## src/rtl/temp_setpoint_parser.sv

```systemverilog
// Converts the hot-end and bed ASCII temperature fields of a decoded line into binary setpoints.
// Optional macro SETPOINT_CLAMP_EN: over-ceiling values load the ceiling instead of being rejected.
module temp_setpoint_parser #(
  parameter logic [9:0] HOT_MAX = 10'd300,
  parameter logic [9:0] BED_MAX = 10'd120
) (
  input  logic        i_Clock50MHz,
  input  logic        i_Reset,
  input  logic        i_LineComplete,
  input  logic [23:0] i_HotTempAscii,
  input  logic [23:0] i_BedTempAscii,
  output logic [9:0]  o_HotSetpoint,
  output logic [9:0]  o_BedSetpoint,
  output logic        o_SetpointValid,
  output logic [1:0]  o_ParseError,
  output logic        o_Busy
);

  localparam int unsigned TEMP_W    = 10;
  localparam int unsigned BYTE_W    = 8;
  localparam int unsigned NUM_BYTES = 6;
  localparam int unsigned CNT_W     = 3;
  localparam int unsigned SNAP_W    = NUM_BYTES * BYTE_W;

  typedef enum logic [1:0] {
    IDLE   = 2'd0,
    CONV   = 2'd1,
    UPDATE = 2'd2
  } state_t;

  state_t              r_State;
  state_t              w_NextState;
  logic                r_LinePrev;
  logic                r_Armed;
  logic [SNAP_W-1:0]   r_Snap;
  logic [CNT_W-1:0]    r_ByteCnt;
  logic [TEMP_W-1:0]   r_HotAcc;
  logic [TEMP_W-1:0]   r_BedAcc;
  logic                r_HotSeen;
  logic                r_BedSeen;
  logic                r_HotErr;
  logic                r_BedErr;

  logic [SNAP_W-1:0]   d_Snap;
  logic [CNT_W-1:0]    d_ByteCnt;
  logic [TEMP_W-1:0]   d_HotAcc;
  logic [TEMP_W-1:0]   d_BedAcc;
  logic                d_HotSeen;
  logic                d_BedSeen;
  logic                d_HotErr;
  logic                d_BedErr;
  logic [TEMP_W-1:0]   d_HotSetpoint;
  logic [TEMP_W-1:0]   d_BedSetpoint;
  logic                d_SetpointValid;
  logic [1:0]          d_ParseError;
  logic                d_Busy;

  logic                w_Start;
  logic [BYTE_W-1:0]   w_CurByte;
  logic [BYTE_W-1:0]   w_DigitByte;
  logic [TEMP_W-1:0]   w_DigitVal;
  logic                w_IsSkip;
  logic                w_IsDigit;
  logic                w_IsHot;
  logic [TEMP_W-1:0]   w_SelAcc;
  logic                w_SelSeen;
  logic                w_SelErr;
  logic [TEMP_W-1:0]   w_StepAcc;
  logic                w_StepSeen;
  logic                w_StepErr;
  logic                w_HotOver;
  logic                w_BedOver;
  logic                w_HotRej;
  logic                w_BedRej;
  logic [TEMP_W-1:0]   w_HotValue;
  logic [TEMP_W-1:0]   w_BedValue;
  logic                w_HotFail;
  logic                w_BedFail;
  logic                w_HotLoad;
  logic                w_BedLoad;

  // Armed only once the line flag has been seen low, so a level held across reset cannot start.
  assign w_Start = (r_State == IDLE) && !o_Busy && r_Armed && i_LineComplete && !r_LinePrev;

  assign w_CurByte   = r_Snap[SNAP_W-1 -: BYTE_W];
  assign w_DigitByte = w_CurByte - 8'h30;
  assign w_DigitVal  = {2'b00, w_DigitByte};
  assign w_IsSkip    = (w_CurByte == 8'h00) || (w_CurByte == 8'h20);
  assign w_IsDigit   = (w_CurByte >= 8'h30) && (w_CurByte <= 8'h39);
  assign w_IsHot     = (r_ByteCnt < 3'd3);

  assign w_SelAcc  = w_IsHot ? r_HotAcc  : r_BedAcc;
  assign w_SelSeen = w_IsHot ? r_HotSeen : r_BedSeen;
  assign w_SelErr  = w_IsHot ? r_HotErr  : r_BedErr;

  // One decimal digit step for whichever channel owns the current byte.
  always_comb begin
    w_StepAcc  = w_SelAcc;
    w_StepSeen = w_SelSeen;
    w_StepErr  = w_SelErr;
    if (!w_SelErr) begin
      if (w_IsSkip) begin
        w_StepErr = w_SelSeen;
      end else if (w_IsDigit) begin
        w_StepAcc  = (w_SelAcc << 3) + (w_SelAcc << 1) + w_DigitVal;
        w_StepSeen = 1'b1;
      end else begin
        w_StepErr = 1'b1;
      end
    end
  end

  assign w_HotOver = (r_HotAcc > HOT_MAX);
  assign w_BedOver = (r_BedAcc > BED_MAX);

`ifdef SETPOINT_CLAMP_EN
  assign w_HotValue = w_HotOver ? HOT_MAX : r_HotAcc;
  assign w_BedValue = w_BedOver ? BED_MAX : r_BedAcc;
  assign w_HotRej   = 1'b0;
  assign w_BedRej   = 1'b0;
`else
  assign w_HotValue = r_HotAcc;
  assign w_BedValue = r_BedAcc;
  assign w_HotRej   = w_HotOver;
  assign w_BedRej   = w_BedOver;
`endif

  assign w_HotFail = r_HotErr | (r_HotSeen & w_HotRej);
  assign w_BedFail = r_BedErr | (r_BedSeen & w_BedRej);
  assign w_HotLoad = r_HotSeen & ~w_HotFail;
  assign w_BedLoad = r_BedSeen & ~w_BedFail;

  // State register
  always_ff @(posedge i_Clock50MHz or posedge i_Reset) begin
    if (i_Reset) r_State <= IDLE;
    else         r_State <= w_NextState;
  end

  // Next-state logic
  always_comb begin
    w_NextState = r_State;
    case (r_State)
      IDLE:    if (w_Start) w_NextState = CONV;
      CONV:    if (r_ByteCnt == CNT_W'(NUM_BYTES - 1)) w_NextState = UPDATE;
      UPDATE:  w_NextState = IDLE;
      default: w_NextState = IDLE;
    endcase
  end

  // Datapath and output next values
  always_comb begin
    d_Snap          = r_Snap;
    d_ByteCnt       = r_ByteCnt;
    d_HotAcc        = r_HotAcc;
    d_BedAcc        = r_BedAcc;
    d_HotSeen       = r_HotSeen;
    d_BedSeen       = r_BedSeen;
    d_HotErr        = r_HotErr;
    d_BedErr        = r_BedErr;
    d_HotSetpoint   = o_HotSetpoint;
    d_BedSetpoint   = o_BedSetpoint;
    d_ParseError    = o_ParseError;
    d_SetpointValid = (r_State == UPDATE);
    d_Busy          = (w_NextState != IDLE) || (r_State == UPDATE);
    case (r_State)
      IDLE: begin
        if (w_Start) begin
          d_Snap    = {i_HotTempAscii, i_BedTempAscii};
          d_ByteCnt = '0;
          d_HotAcc  = '0;
          d_BedAcc  = '0;
          d_HotSeen = 1'b0;
          d_BedSeen = 1'b0;
          d_HotErr  = 1'b0;
          d_BedErr  = 1'b0;
        end
      end
      CONV: begin
        d_Snap    = r_Snap << BYTE_W;
        d_ByteCnt = r_ByteCnt + 3'd1;
        if (w_IsHot) begin
          d_HotAcc  = w_StepAcc;
          d_HotSeen = w_StepSeen;
          d_HotErr  = w_StepErr;
        end else begin
          d_BedAcc  = w_StepAcc;
          d_BedSeen = w_StepSeen;
          d_BedErr  = w_StepErr;
        end
      end
      UPDATE: begin
        if (w_HotLoad) d_HotSetpoint = w_HotValue;
        if (w_BedLoad) d_BedSetpoint = w_BedValue;
        d_ParseError = {w_BedFail, w_HotFail};
      end
      default: ;
    endcase
  end

  // Datapath and output registers
  always_ff @(posedge i_Clock50MHz or posedge i_Reset) begin
    if (i_Reset) begin
      r_LinePrev      <= 1'b0;
      r_Armed         <= 1'b0;
      r_Snap          <= '0;
      r_ByteCnt       <= '0;
      r_HotAcc        <= '0;
      r_BedAcc        <= '0;
      r_HotSeen       <= 1'b0;
      r_BedSeen       <= 1'b0;
      r_HotErr        <= 1'b0;
      r_BedErr        <= 1'b0;
      o_HotSetpoint   <= '0;
      o_BedSetpoint   <= '0;
      o_SetpointValid <= 1'b0;
      o_ParseError    <= '0;
      o_Busy          <= 1'b0;
    end else begin
      r_LinePrev      <= i_LineComplete;
      r_Armed         <= r_Armed | ~i_LineComplete;
      r_Snap          <= d_Snap;
      r_ByteCnt       <= d_ByteCnt;
      r_HotAcc        <= d_HotAcc;
      r_BedAcc        <= d_BedAcc;
      r_HotSeen       <= d_HotSeen;
      r_BedSeen       <= d_BedSeen;
      r_HotErr        <= d_HotErr;
      r_BedErr        <= d_BedErr;
      o_HotSetpoint   <= d_HotSetpoint;
      o_BedSetpoint   <= d_BedSetpoint;
      o_SetpointValid <= d_SetpointValid;
      o_ParseError    <= d_ParseError;
      o_Busy          <= d_Busy;
    end
  end

endmodule

```

## config.mk

```make
export PLATFORM = sky130hd
export DESIGN_NAME = temp_setpoint_parser
export DESIGN_NICKNAME = d
export VERILOG_FILES = /design/src/rtl/temp_setpoint_parser.sv
export SDC_FILE = /design/constraint.sdc
export NUM_CORES = 1
export LEC_CHECK = 0
export CAP_MARGIN = 10
export CORE_UTILIZATION = 30
export DETAILED_ROUTE_END_ITERATION = 16
export DONT_BUFFER_PORTS = 1
export PLACE_DENSITY_LB_ADDON = 0.25
export SETUP_SLACK_MARGIN = 0.15
export SYNTH_ARGS = -nofsm -noshare
export SYNTH_HDL_FRONTEND = slang
export SYNTH_SLANG_ARGS = --single-unit
```

## constraint.sdc

```tcl
create_clock -name i_Clock50MHz -period 4.3 [get_ports i_Clock50MHz]
set_input_delay 1.29 -clock i_Clock50MHz [delete_from_list [all_inputs] [get_ports i_Clock50MHz]]
set_output_delay 1.29 -clock i_Clock50MHz [all_outputs]
set_load 0.03 [all_outputs]
```

Word-level counts from Yosys, hierarchy flattened
Index checks and enable logic that the tools add are counted.
- bits in registers: 103
- input bits: 51
- output and inout bits: 24
- logic and storage cells: 93
- add/subtract/negate cells: 4
- magnitude comparators: 5
- equality and inequality tests: 7
- muxes and demuxes: 33
- bitwise operators: 10
- reductions and logical operators: 18
- operators by type and width (cell ; count):
    48-bit case mux with 2 select lines ; 1
    10-bit two-way mux ; 7
    48-bit two-way mux ; 1
    10-bit case mux with 2 select lines ; 2
    1-bit two-way mux ; 13
    10-bit adder ; 1
    10-bit by 8-bit adder with 10-bit output ; 1
    10-bit by 7-bit greater-than comparator with 1-bit output, second input constant ; 1
    10-bit by 9-bit greater-than comparator with 1-bit output, second input constant ; 1
    8-bit by 6-bit == test with 1-bit output, second input constant ; 1
    8-bit by 6-bit >= comparator with 1-bit output, second input constant ; 1
    8-bit by 6-bit less-or-equal comparator with 1-bit output, second input constant ; 1
    8-bit zero test ; 1
    1-bit case mux with 2 select lines ; 4
    8-bit by 6-bit subtractor with 8-bit output, second input constant ; 1
    2-bit != test, second input constant ; 3
    3-bit case mux with 2 select lines ; 1
    2-bit AND reduction ; 3
    3-bit AND reduction ; 2
    1-bit logical AND ; 5
    1-bit bitwise AND ; 4
    2-bit two-way mux ; 2
    2-bit case mux with 2 select lines ; 1
    2-bit nonzero test ; 2
    other kinds (11) ; 17

Longest topological paths before layout
- depth after elaboration: 9
- depth in mapped cells: 13
- depth with buffers taken out: 12

Worst setup path after synthesis
OpenSTA, ideal clock, no wires.
- path kind: register -> register
- from: register r_ByteCnt[0]
- to: register r_BedAcc[8]
- library setup time: 0.088 ns
- data arrival time: 3.278 ns
- data required time: 4.212 ns
- path slack: 0.934 ns
- stages on the path, launching flop included: 13
- path buffers: 1
- period minus slack after synthesis: 3.366 ns
- cells stage by stage: dfrtp_1 -> a21oi_2 -> buf_2 -> mux2_2 -> ha_1 -> xor2_1 -> fa_1 -> a211oi_1 -> o21bai_1 -> a21oi_1 -> xnor2_1 -> nand2_1 -> a41oi_1
- cells in the longest elaborated chain, start to end: 9
- elaborated cells between the ends (all ways): 12
- classes of those cells: add/sub (2); order compare (1); eq/ne (1); mux (7); reduce/logical (1)
- ends and longest elaborated chain (item ; line ; source):
    start, declared ; 36 ; logic [CNT_W-1:0] r_ByteCnt;
    start signal, assigned ; 222 ; r_ByteCnt <= d_ByteCnt;
    3-bit by 2-bit less-than comparator with 1-bit output (*) ; 90 ; assign w_IsHot = (r_ByteCnt < 3'd3);
    10-bit two-way mux ; 92 ; assign w_SelAcc = w_IsHot ? r_HotAcc : r_BedAcc;
    10-bit adder ; 105 ; w_StepAcc = (w_SelAcc << 3) + (w_SelAcc << 1) + w_DigitVal;
    10-bit by 8-bit adder with 10-bit output ; 105 ;
    10-bit two-way mux ; 104 ; end else if (w_IsDigit) begin
    10-bit two-way mux ; 102 ; if (w_IsSkip) begin
    10-bit two-way mux ; 101 ; if (!w_SelErr) begin
    10-bit two-way mux ; 181 ; if (w_IsHot) begin
    10-bit case mux with 2 select lines ; 165 ; case (r_State)
    end signal, assigned ; 208 ; r_BedAcc <= '0;
    end signal, assigned ; 224 ; r_BedAcc <= d_BedAcc;
    end, declared ; 38 ; logic [TEMP_W-1:0] r_BedAcc;
Every way passes the cells marked *; elsewhere a longest branch is shown, timed or not. The select of a mux whose other input is x is not followed.
A chain may end at the register's enable or synchronous reset.

Worst setup path in the final report
Same ends and word-level chain as after synthesis.

==> impl_metrics.yaml <==
timing:
  setup_viol: 0
  finalCriticalPeriod_ns: 3.43
  max_freq_ghz: 0.292
  worstMarginPinSlew_ns: 0.736
  slew_viol_final: 0
  period_share: 0.797
  grt_setup_unrepaired: "no"
  clock_skew_ns: 0.00791
  max_slew_margin: 0.510
  hold_viol: 0
  holdWs_ns: 0.474
  tns_ns: 0
synthesis:
  ys.flop_type: "dfrtp_1"
  yosysTopAreaCell: "dfrtp_1"
  synth_cells: 485
  synthAdderAreaFrac: 0.0561
  ys_seq_elements: 103
  ys_types: 48
  synth_xor_area_frac: 0.0265
  syn_area_per_cell_um2: 10.2
  synth_top_cell_area_share: 0.520
  synth_compound_area_frac: 0.142
  synthSimpleGateAreaFrac: 0.148
  syn-num-nets: 557
  async_flop_share: 1.00
  synth_area_leaders: "dfrtp_1, nor2_1, mux2_2"
  synth_edf_count: 0
  seq_area_frac_synth: 0.520
  yosys_warnings: 0
  synth.area.mux_share: 0.0773
  synth_top_family_by_area: "simple AND/OR/NAND/NOR gates"
  syn-cell-area_um2: 4950
layout:
  most-common-layout-cells: "dfrtp_1, nor2_1, nand2_1"
  fin_util: 0.341
  drive_above_1_share: 0.113
  fin_nets: 549
  num_antenna_cells: 0
  final_common_cell: "dfrtp_1"
  area_growth_pct: 10.2
  fin_area_um2: 5460
  num-fill-cells: 1686
detailed_routing:
  drt_iter0_markers: 168
  drt_wl_total_um: 12000
  wl_per_cell_um: 17.2
  postRouteAntennaNets: 0
  viasPerCell: 5.08
  vias: 3537
  post-route-drc-count: 0
  first_pass_iters: 4
placement:
  gp_congestion: 0.849
  hpwl_um: 8200
  dpl-instance-area_um2: 5170
  portBuffers: 0
critical_path:
  reg2reg_depth: 11
  endpoint_kind: "flop"
  crit_path_max_incr_delay_ns: 0.49
  path_cells: "a21oi_2 -> mux2_2 -> ha_1 -> xor2_1 -> fa_1 -> a211oi_1 -> o21bai_1 -> a21oi_1 -> xnor2_1 -> nand2_1 -> a41oi_1"
  path_max_fanout: 7
  worstPathRequired_ns: 4.57
  crit_slowest_cell: "fa_1"
  path_depth: 11
  crit_family: "compound AO/OA/AOI/OAI gates"
  cp.arrival_ns: 3.69
  path_buf_inv: 0
  crit_path_start_kind: "flop"
  worstSetupPathType: "reg -> reg"
job:
  max-cap-violations: 0
power_and_ir_drop:
  finalPower_mw: 3.69
  ir_worst_vdd_mv: 0.341
  pwr-share-seq: 0.413
  p_switching_mw: 1.45
  leakagePower_nw: 2.58
  pwr-share-clk: 0.217
  pwr-share-comb: 0.370
  swShare: 0.394
  cellPowerDensity_nw_per_um2: 676
  internal_power_mw: 2.24
die:
  die_area_um2: 17000
  num_rows: 46
  start_util: 0.310
  core-area_um2: 16000
  die_y_um: 131
  die_w_um: 131
  ios: 75
clock_network:
  cts_made_buffers: 9
  postCtsResizedCells: 0
  cts_setup_buffers: 0
  clock_sinks: 103
  max-clock-path-buffers: 2
  cts_hold_buf: 0
  ctsRootBufferMaster: "clkbuf_16"
  clk_latency_ns: 0.35
  h-tree-depth: 3
  cts_tree: "done"
  path_clk_slew_ns: 0.07
global_route:
  antenna_found_initial: 0
  grt_usage: 0.154
  grt_max_degree: 71
  grt_pass1_vias: 3684
  grt_pass1_wl_um: 19400
  grt_overflow: 0
status:
  status: "completed"
worst_hold_path:
  hold_class: "reg -> reg"
  holdPathStages: 1
[per-layer routing]
layer / GRT usage / wire length [um] / share of wire / up-vias
met5: 0 / 0 / 0 / -
met4: 0.0385 / 143 / 0.012 / 0
met3: 0.0741 / 995 / 0.083 / 11
met2: 0.242 / 5500 / 0.46 / 89
met1: 0.188 / 5310 / 0.44 / 1751
li1: - / - / - / 1686
[worst register-to-register path, delay by kind of cell (launching register included)]
| kind | cells | cell delay [ns] |
|---|---|---|
| compound gates | 5 | 1.25 |
| simple gates | 1 | 0.09 |
| fa+ha+maj | 2 | 0.81 |
| mux | 1 | 0.43 |
| xor+xnor | 2 | 0.34 |
| flops | 1 | 0.43 |
[worst paths after layout]
check / slack, ns / start / to
min in group asynchronous: 0.92 / i_Reset / o_BedSetpoint[8]
max: 0.87 / r_ByteCnt[0] / r_BedAcc[8]
max in group asynchronous: 2.63 / i_Reset / r_Snap[23]
min: 0.47 / r_Armed / r_Armed
min reg2reg: 0.47 / r_Armed / r_Armed
max reg2reg: 0.87 / r_ByteCnt[0] / r_BedAcc[8]
[per-stage QoR]
step | setup slack, ns | cells
detailed placement | 0.877 | 681
CTS | 0.864 | 695
global placement | 0.921 | 681
global route | 0.589 | 696
floorplan | 0.306 | 485
finish | 0.874 | 696
[synthesized netlist by cell type, types with 5 or more instances]
cell	count
and2_1	5
buf_1	8
a21o_1	7
dfrtp_1	103
xnor2_1	7
inv_1	10
nand2_1	42
nor2_1	85
o21ai_0	20
o31ai_1	9
o22ai_1	40
ha_1	19
nand2b_1	5
nand3_1	13
xor2_1	8
mux2_2	26
a21oi_1	14
clkbuf_1	14
mux2i_1	9
[registers in the layout, summed over array words and instances, names as in the netlist]
name / flops
r_Snap: 48
o_BedSetpoint: 10
o_HotSetpoint: 10
r_BedAcc: 10
r_HotAcc: 10
r_ByteCnt: 3
o_ParseError: 2
r_State: 2
o_Busy: 1
o_SetpointValid: 1
r_Armed: 1
r_BedErr: 1
r_BedSeen: 1
r_HotErr: 1
r_HotSeen: 1
r_LinePrev: 1
[cells by family (layout without fill, tap and decap cells)]
kind of cell	count (synthesis)	after routing
compound gates	110	110
xor+xnor	15	15
fa+ha+maj	21	21
buf+inv	35	30
flops	103	103
mux	35	35
simple gates	166	166
[power by group through the flow]
stage | clock [mW] | sequential, mW | combinational, mW
finish | 0.799 | 1.53 | 1.37
global route | 0.872 | 1.56 | 1.57
CTS | 0.835 | 1.52 | 1.37
detailed placement | 0 | 1.54 | 1.36
global placement | 0 | 1.53 | 1.33
floorplan | 0 | 1.46 | 1.09
[cell type report]
type                    count  area [um2]  share of cell area
inverters                  10        40.0             0.00733
multi-input cells         347        2230               0.409
well taps                 216         270              0.0495
repair buffers              6        57.6              0.0105
flip-flops and latches    103        2580               0.472
clock inverters             1        30.0             0.00550
clock buffers              13         250              0.0458
No activity file was read; power rests on OpenSTA's default activity.
